===== config.mk =====
export PLATFORM = sky130hd
export DESIGN_NAME = psum_deskew_collector
export DESIGN_NICKNAME = d
export VERILOG_FILES = /design/src/rtl/psum_deskew_collector.sv
export SDC_FILE = /design/constraint.sdc
export NUM_CORES = 1
export LEC_CHECK = 0
export CAP_MARGIN = 20
export CORE_MARGIN = 8
export CORE_UTILIZATION = 59
export CTS_CLUSTER_DIAMETER = 80
export DETAILED_ROUTE_END_ITERATION = 6
export PLACE_DENSITY = 0.89
export SETUP_SLACK_MARGIN = 0.4
export SYNTH_ARGS = -nofsm -noshare
export SYNTH_HDL_FRONTEND = slang
export SYNTH_SLANG_ARGS = --single-unit

===== constraint.sdc =====
create_clock -name clk -period 20.5 [get_ports clk]
set_input_delay 4.1 -clock clk [delete_from_list [all_inputs] [get_ports clk]]
set_output_delay 4.1 -clock clk [all_outputs]
set_load 0.05 [all_outputs]

===== src/rtl/psum_deskew_collector.sv =====
`default_nettype none
// ============================================================================
//  Module      : psum_deskew_collector
//  Description : Receives the skewed south-side psum lanes of a mac_row. Lane i
//                arrives one cycle after lane i-1, so each lane is delayed by
//                (col-1-i) stages until all lanes line up. Every fully valid
//                aligned row is pushed into a first-word-fall-through FIFO that
//                the consumer drains through a valid/ready handshake.
//  Ports       : clk        rising-edge clock
//                reset      synchronous, active-low (0 = reset)
//                in_psum    col lanes of psum_bw bits, lane i at [bw*i +: bw]
//                in_valid   per-lane valid, bit i qualifies lane i
//                out_data   head FIFO row (0 while the FIFO is empty)
//                out_valid  FIFO not empty
//                out_ready  consumer accepts the head row when valid && ready
//                full       FIFO holds depth rows
//                count      rows currently in the FIFO
//                overflow   sticky: a complete aligned row was dropped
//                align_err  sticky: an aligned valid vector was partial
//  Revision    : 1.0 - initial release
// ============================================================================
module psum_deskew_collector #(
    parameter int col     = 8,
    parameter int psum_bw = 16,
    parameter int depth   = 8
) (
    input  logic                       clk,
    input  logic                       reset,
    input  logic [psum_bw*col-1:0]     in_psum,
    input  logic [col-1:0]             in_valid,
    output logic [psum_bw*col-1:0]     out_data,
    output logic                       out_valid,
    input  logic                       out_ready,
    output logic                       full,
    output logic [$clog2(depth):0]     count,
    output logic                       overflow,
    output logic                       align_err
);

    localparam int               c_aw       = $clog2(depth);
    localparam int               c_w        = psum_bw * col;
    localparam logic [c_aw:0]    c_full_cnt = (c_aw + 1)'(depth);

    logic [col-1:0]  aligned_v;
    logic [c_w-1:0]  aligned_d;

    // ------------------------------------------------------------------
    // Deskew: lane i passes through (col-1-i) stages; the last lane is
    // used directly. Only the valid bits are reset, data is don't-care.
    // ------------------------------------------------------------------
    for (genvar gi = 0; gi < col; gi++) begin : g_lane
        localparam int c_stages = col - 1 - gi;
        if (c_stages == 0) begin : g_direct
            assign aligned_v[gi]                    = in_valid[gi];
            assign aligned_d[psum_bw*gi +: psum_bw] = in_psum[psum_bw*gi +: psum_bw];
        end else begin : g_delay
            logic [c_stages-1:0] v_q;
            logic [c_stages-1:0] v_d;
            logic [psum_bw-1:0]  d_q [0:c_stages-1];
            logic [psum_bw-1:0]  d_d [0:c_stages-1];

            always_comb begin
                v_d[0] = in_valid[gi];
                d_d[0] = in_psum[psum_bw*gi +: psum_bw];
                for (int s = 1; s < c_stages; s++) begin
                    v_d[s] = v_q[s-1];
                    d_d[s] = d_q[s-1];
                end
            end

            always_ff @(posedge clk) begin
                if (!reset) begin
                    v_q <= '0;
                end else begin
                    v_q <= v_d;
                end
                d_q <= d_d;
            end

            assign aligned_v[gi]                    = v_q[c_stages-1];
            assign aligned_d[psum_bw*gi +: psum_bw] = d_q[c_stages-1];
        end
    end

    // ------------------------------------------------------------------
    // FIFO control
    // ------------------------------------------------------------------
    logic [c_aw-1:0] wr_ptr_q, wr_ptr_d;
    logic [c_aw-1:0] rd_ptr_q, rd_ptr_d;
    logic [c_aw:0]   count_q,  count_d;
    logic            overflow_q,  overflow_d;
    logic            align_err_q, align_err_d;
    logic [c_w-1:0]  mem_q [0:depth-1];

    logic row_all;
    logic row_none;
    logic fifo_full;
    logic fifo_nempty;
    logic pop;
    logic push;

    always_comb begin
        row_all     = &aligned_v;
        row_none    = ~|aligned_v;
        fifo_full   = (count_q == c_full_cnt);
        fifo_nempty = (count_q != '0);
        pop         = fifo_nempty && out_ready;
        // A pop in the same cycle frees the slot, so a full FIFO still accepts.
        push        = row_all && (!fifo_full || pop);

        wr_ptr_d    = push ? wr_ptr_q + c_aw'(1) : wr_ptr_q;
        rd_ptr_d    = pop  ? rd_ptr_q + c_aw'(1) : rd_ptr_q;
        count_d     = count_q + {{c_aw{1'b0}}, push} - {{c_aw{1'b0}}, pop};
        overflow_d  = overflow_q  | (row_all && fifo_full && !pop);
        align_err_d = align_err_q | (!row_all && !row_none);
    end

    always_ff @(posedge clk) begin
        if (!reset) begin
            wr_ptr_q    <= '0;
            rd_ptr_q    <= '0;
            count_q     <= '0;
            overflow_q  <= 1'b0;
            align_err_q <= 1'b0;
        end else begin
            wr_ptr_q    <= wr_ptr_d;
            rd_ptr_q    <= rd_ptr_d;
            count_q     <= count_d;
            overflow_q  <= overflow_d;
            align_err_q <= align_err_d;
        end
    end

    // Storage needs no reset: entries are only visible between push and pop.
    always_ff @(posedge clk) begin
        if (reset && push) begin
            mem_q[wr_ptr_q] <= aligned_d;
        end
    end

    // Fall-through head; forced to zero while empty so stale entries never show.
    assign out_data  = fifo_nempty ? mem_q[rd_ptr_q] : '0;
    assign out_valid = fifo_nempty;
    assign full      = fifo_full;
    assign count     = count_q;
    assign overflow  = overflow_q;
    assign align_err = align_err_q;

endmodule
`default_nettype wire


-- Word-level counts from Yosys, hierarchy flattened
Memories as Yosys holds them, arrays and structs flattened. A register that Yosys moved wholly into a read port is not among the register bits.
Cells that the tools add are included.
- multiplexer cells: 5
- reduce and logical (&&, ||, !) cells: 13
- add/subtract/negate cells: 4
- bitwise gates (word level): 2
- equality and inequality tests: 1
- operators by type and width (operator ; number):
    2-to-1 mux 128 bit ; 1
    AND reduction 8 bit ; 1
    OR reduction 8 bit ; 1
    adder 3 x 1 -> 3 bit, second input constant ; 2
    logical AND 1 bit ; 6
    2-to-1 mux 3 bit ; 2
    adder 4 x 1 -> 4 bit ; 1
    equality test 4 bit, second input constant ; 1
    nonzero test 4 bit ; 1
    subtractor 4 x 1 -> 4 bit ; 1
    zero test 1 bit ; 3
    2-to-1 mux 1 bit ; 2
    bitwise OR 1 bit ; 2
    logical OR 1 bit ; 1
- bits of input ports: 139
- RAM bits: 1024
- memories: 1
- register bits: 488
- memories (name ; depth ; width ; rd ports ; clocked after Yosys merged registers in ; wr ports ; line ; RTL):
    mem_q ; 8 ; 128 ; 1 ; 1 ; 1 ; 93 ; logic [c_w-1:0] mem_q [0:depth-1];

-- Depth between registers and ports, before layout
- depth after elaboration: 7
- gate-level depth with buffers: 11
- depth with buffers taken out: 11

-- Least setup slack after synthesis
OpenSTA, ideal clock, no wires.
- kind: input-to-reg
- start point: input port in_valid[7]
- end point: memory mem_q[1][0] in the netlist's numbering, enable pin
- cell stages on the path: 3
- buffers on the path: 0
- data arrival time: 17.533 ns
- setup slack: 1.992 ns
- library setup time: 0.974 ns
- required time: 19.526 ns
- cells stage by stage: nand4_1 a21o_1 nor4b_1
- cells in the longest elaborated chain, start to end: 5
- ends and longest elaborated chain (element ; line ; RTL):
    start, declared ; 30 ; input logic [col-1:0] in_valid,
    AND reduction 8 bit ; 103 ; row_all = &aligned_v;
    logical AND 1 bit ; 109 ; push = row_all && (!fifo_full || pop);
    logical AND 1 bit ; 136 ; if (reset && push) begin
    2-to-1 mux 1 bit ; 136 ;
    2-to-1 mux 1 bit (implied by the code) ; 137 ; mem_q[wr_ptr_q] <= aligned_d;
    end, declared ; 93 ;
No other way between the ends.

==> summary.md <==
| Metric | Value |
|---|---|
| Slew headroom | 0.2358 |
| Synth Instances | 2216 |
| Antenna Nets Post-Route | 0 |
| Full die area | 93210 um2 |
| Pre-antenna DRT Iters | 5 |
| Hold Path End | aligned_d[22]$_DFF_P_ |
| Area Overhead vs Synth | 17.79% |
| RSZ-0062 raised after global routing | false |
| Static Leak | 0.01908 uW |
| Die width | 305.3 um |
| Clock Path Buffers | 3 |
| CP dominant cell by count | buf_4 |
| Commonest non-fill, non-tap cell in the layout | edfxtp_1 |
| H-tree levels | 4 |
| Vias in the first global route | 24020 |
| Reg-to-Reg Start | count[2]$_SDFF_PN0_ |
| Worst-path clk slew | 60 ps |
| Arr. time, crit path | 5100 ps |
| Finished Cell Area | 58160 um2 |
| Die height | 305.3 um |
| Final Hold Fails | 0 |
| Hold Path Class | reg -> reg |
| Core area | 83290 um2 |
| # placed instances | 3511 |
| Skew final | 30.30 ps |
| IO buf count | 274 |
| Hold depth | 0 |
| Area after DPL | 53220 um2 |
| R2R depth | 8 |
| Ports | 275 |
| Most frequent cells in the layout | edfxtp_1, dfxtp_1, clkdlybuf4s50_1 |
| Initial Util | 0.5929 |
| Initial antenna violation count | 5 |
| Register area share after synthesis | 0.8217 |
| CTS Hold Bufs | 0 |
| Via count | 21980 |
| Final #Nets | 2726 |
| Vias per cell | 5.804 |
| CP required | 16400 ps |
| Max Fclk | 108.7 MHz |
| CP max stage delay | 950 ps |
| Crit Path Max Fanout | 51 |
| Fill cells | 4727 |
| Slowest CP cell | dfxtp_4 |
| Synth Net Count | 2363 |
| Postcts setup bufs | 0 |
| Overflow after GRT | 0 |
| Largest net degree at the start of global routing | 129 |
| Hold path start | g_lane[1].g_delay.d_d[6]$_DFF_P_ |
| Multi-input logic area | 8228 um2 |
| Worst slew pin tran | 1146 ps |
| Setup TNS | 0 ps |
| R2r setup slk | 16330 ps |
| First-pass GRT wire length | 149200 um |
| Async S/R FF share, synth | 0 |
| Synth Register Bits | 1515 |
| RePlAce Congestion | 0.7291 |
| DR WL/cell | 26.31 um |
| Startpoint class of the critical path | register |
| Total Routed Length | 99650 um |
| Share of cells above drive strength 1 | 0.1953 |
| Row Count | 106 |
| Mapped Area | 49380 um2 |
| WS Path Type | reg -> out |
| Crit path time final | 9199 ps |
| Slew Viols, Final | 0 |
| CP endpoint kind | output port |
| DPL Wire Length | 50800 um |
| Post-Layout Cell Count | 3788 |
| Pwr dens | 135.6 nW/um2 |
| Post-synthesis cell type count | 38 |
| GRT Util Overall | 0.2133 |
| Period utilization | 0.4487 |
| MaxCap Viol Count | 0 |
| Synth warn | 0 |
| Post-synthesis average cell area | 22.28 um2 |
| Peak VDD IR | 0.1570 mV |
| Reg-to-Reg End | mem_q[7][111]$_DFFE_PP_ |
| CTS tree | done |
| Register area | 40590 um2 |
| Crit-path cells | buf_4, buf_4, buf_16, mux4_2, mux2i_1, nor2_1, clkdlybuf4s50_1 |
| Status | complete, no violations |
| Post-synth top flop | edfxtp_1 |
| Number of synthesized flops with an enable pin | 1024 |
| PostCTS Resize Cnt | 0 |
| Clk root buf | clkbuf_16 |
| Final setup vio count | 0 |
| Drt drc | 0 |
| Clock Latency Late Sink | 750 ps |
| Cts bufs inserted | 145 |
| Sink Count | 1515 |
| Starting DRT DRC Count | 1921 |
[area by class of cell]
cell class              count  area share
multi-input cells         604      0.1415
clock buffers             204     0.07198
inverters                   7   0.0004517
flip-flops and latches   1515      0.6979
diodes                      5   0.0002151
repair buffers            306     0.05249
clock inverters            67     0.01233
well taps                1080     0.02323
[worst max-delay path, delay by kind of cell (launching register included)]
family / cells / cell delay [ps]
flops: 1 / 950
simple gates: 1 / 110
buf+inv: 4 / 2420
mux: 2 / 780
[worst max path at each step]
stage | to | slack [ps] | start | cells after the start
finish | out_data[69] | 11300 | register | 7
global placement | out_data[71] | 11830 | register | 6
detailed placement | out_data[71] | 11690 | register | 6
floorplan | mem_q[1][0]$_DFFE_PP_ | 1990 | in_valid[7] | 3
global route | out_data[98] | 10890 | register | 7
CTS | out_data[98] | 10830 | register | 6
[metrics by stage]
stage | total power (uW) | util | hold slack [ps] | worst slack [ps]
6_report | 7887 | 0.6983 | 307.4 | 11300
5_1_grt | 8130 | 0.6983 | 318.6 | 10890
4_1_cts | 7950 | 0.6979 | 308.8 | 10830
2_1_floorplan | 4723 | - | 309.6 | 1992
3_5_place_dp | 5257 | 0.6390 | 312.1 | 11690
3_3_place_gp | 5221 | 0.6389 | 310.3 | 11830
[flip-flops by register name, indices dropped and copies added, names as in the netlist, named ones only]
name                cells
mem_q                1024
g_lane.g_delay.d_d    336
aligned_d              96
g_lane.g_delay.v_q     28
g_lane.g_delay.d_q     16
count                   4
rd_ptr_q                3
wr_ptr_q                3
align_err               1
overflow                1
[report_power, final]
group | switching, uW | internal, uW
sequential | 76.8 | 3310
combinational | 1120 | 695
clock | 1140 | 1550
total | 2330 | 5560
[Yosys cell counts (2+ instances only)]
cell type,n,share of area
mux2i_1,129,0.026
nor2b_1,2,0.00025
buf_6,27,0.0062
nor4_1,5,0.00063
o21a_1,2,0.00030
edfxtp_1,1024,0.62
inv_1,7,0.00053
nor3_1,2,0.00020
ha_1,7,0.0018
buf_2,35,0.0035
buf_4,2,0.00030
and2_1,35,0.0044
nand2_1,4,0.00030
nand3_1,4,0.00041
nor2_1,131,0.010
dfxtp_1,491,0.20
clkbuf_1,24,0.0018
a21o_1,2,0.00030
mux4_2,256,0.12
nor4b_1,2,0.00035
a21oi_1,3,0.00030
nand4_1,3,0.00038
xnor2_1,4,0.00071
[logic make-up (layout without fill, tap and decap cells)]
logic type | Yosys count | after routing | share of synthesized area
other | 0 | 5 | 0
adder cells (fa/ha/maj) | 8 | 8 | 0.002179
buffers and inverters | 97 | 584 | 0.01274
flip-flops | 1515 | 1515 | 0.8217
XOR/XNOR | 5 | 5 | 0.0008868
multiplexers | 385 | 385 | 0.1429
AND/OR/NAND/NOR | 194 | 194 | 0.01789
AO/OA/AOI/OAI | 12 | 12 | 0.001647
[routing by layer]
| layer | share of wire | global-route usage | wire, um | vias to the layer above |
|---|---|---|---|---|
| li1 | - | - | - | 9458 |
| met4 | 0.038 | 0.09741 | 3760 | 0 |
| met1 | 0.38 | 0.2605 | 37880 | 11390 |
| met3 | 0.062 | 0.03719 | 6147 | 217 |
| met5 | 0 | 0 | 0 | - |
| met2 | 0.52 | 0.3729 | 51860 | 921 |
No activity file was read; power rests on OpenSTA's default activity.
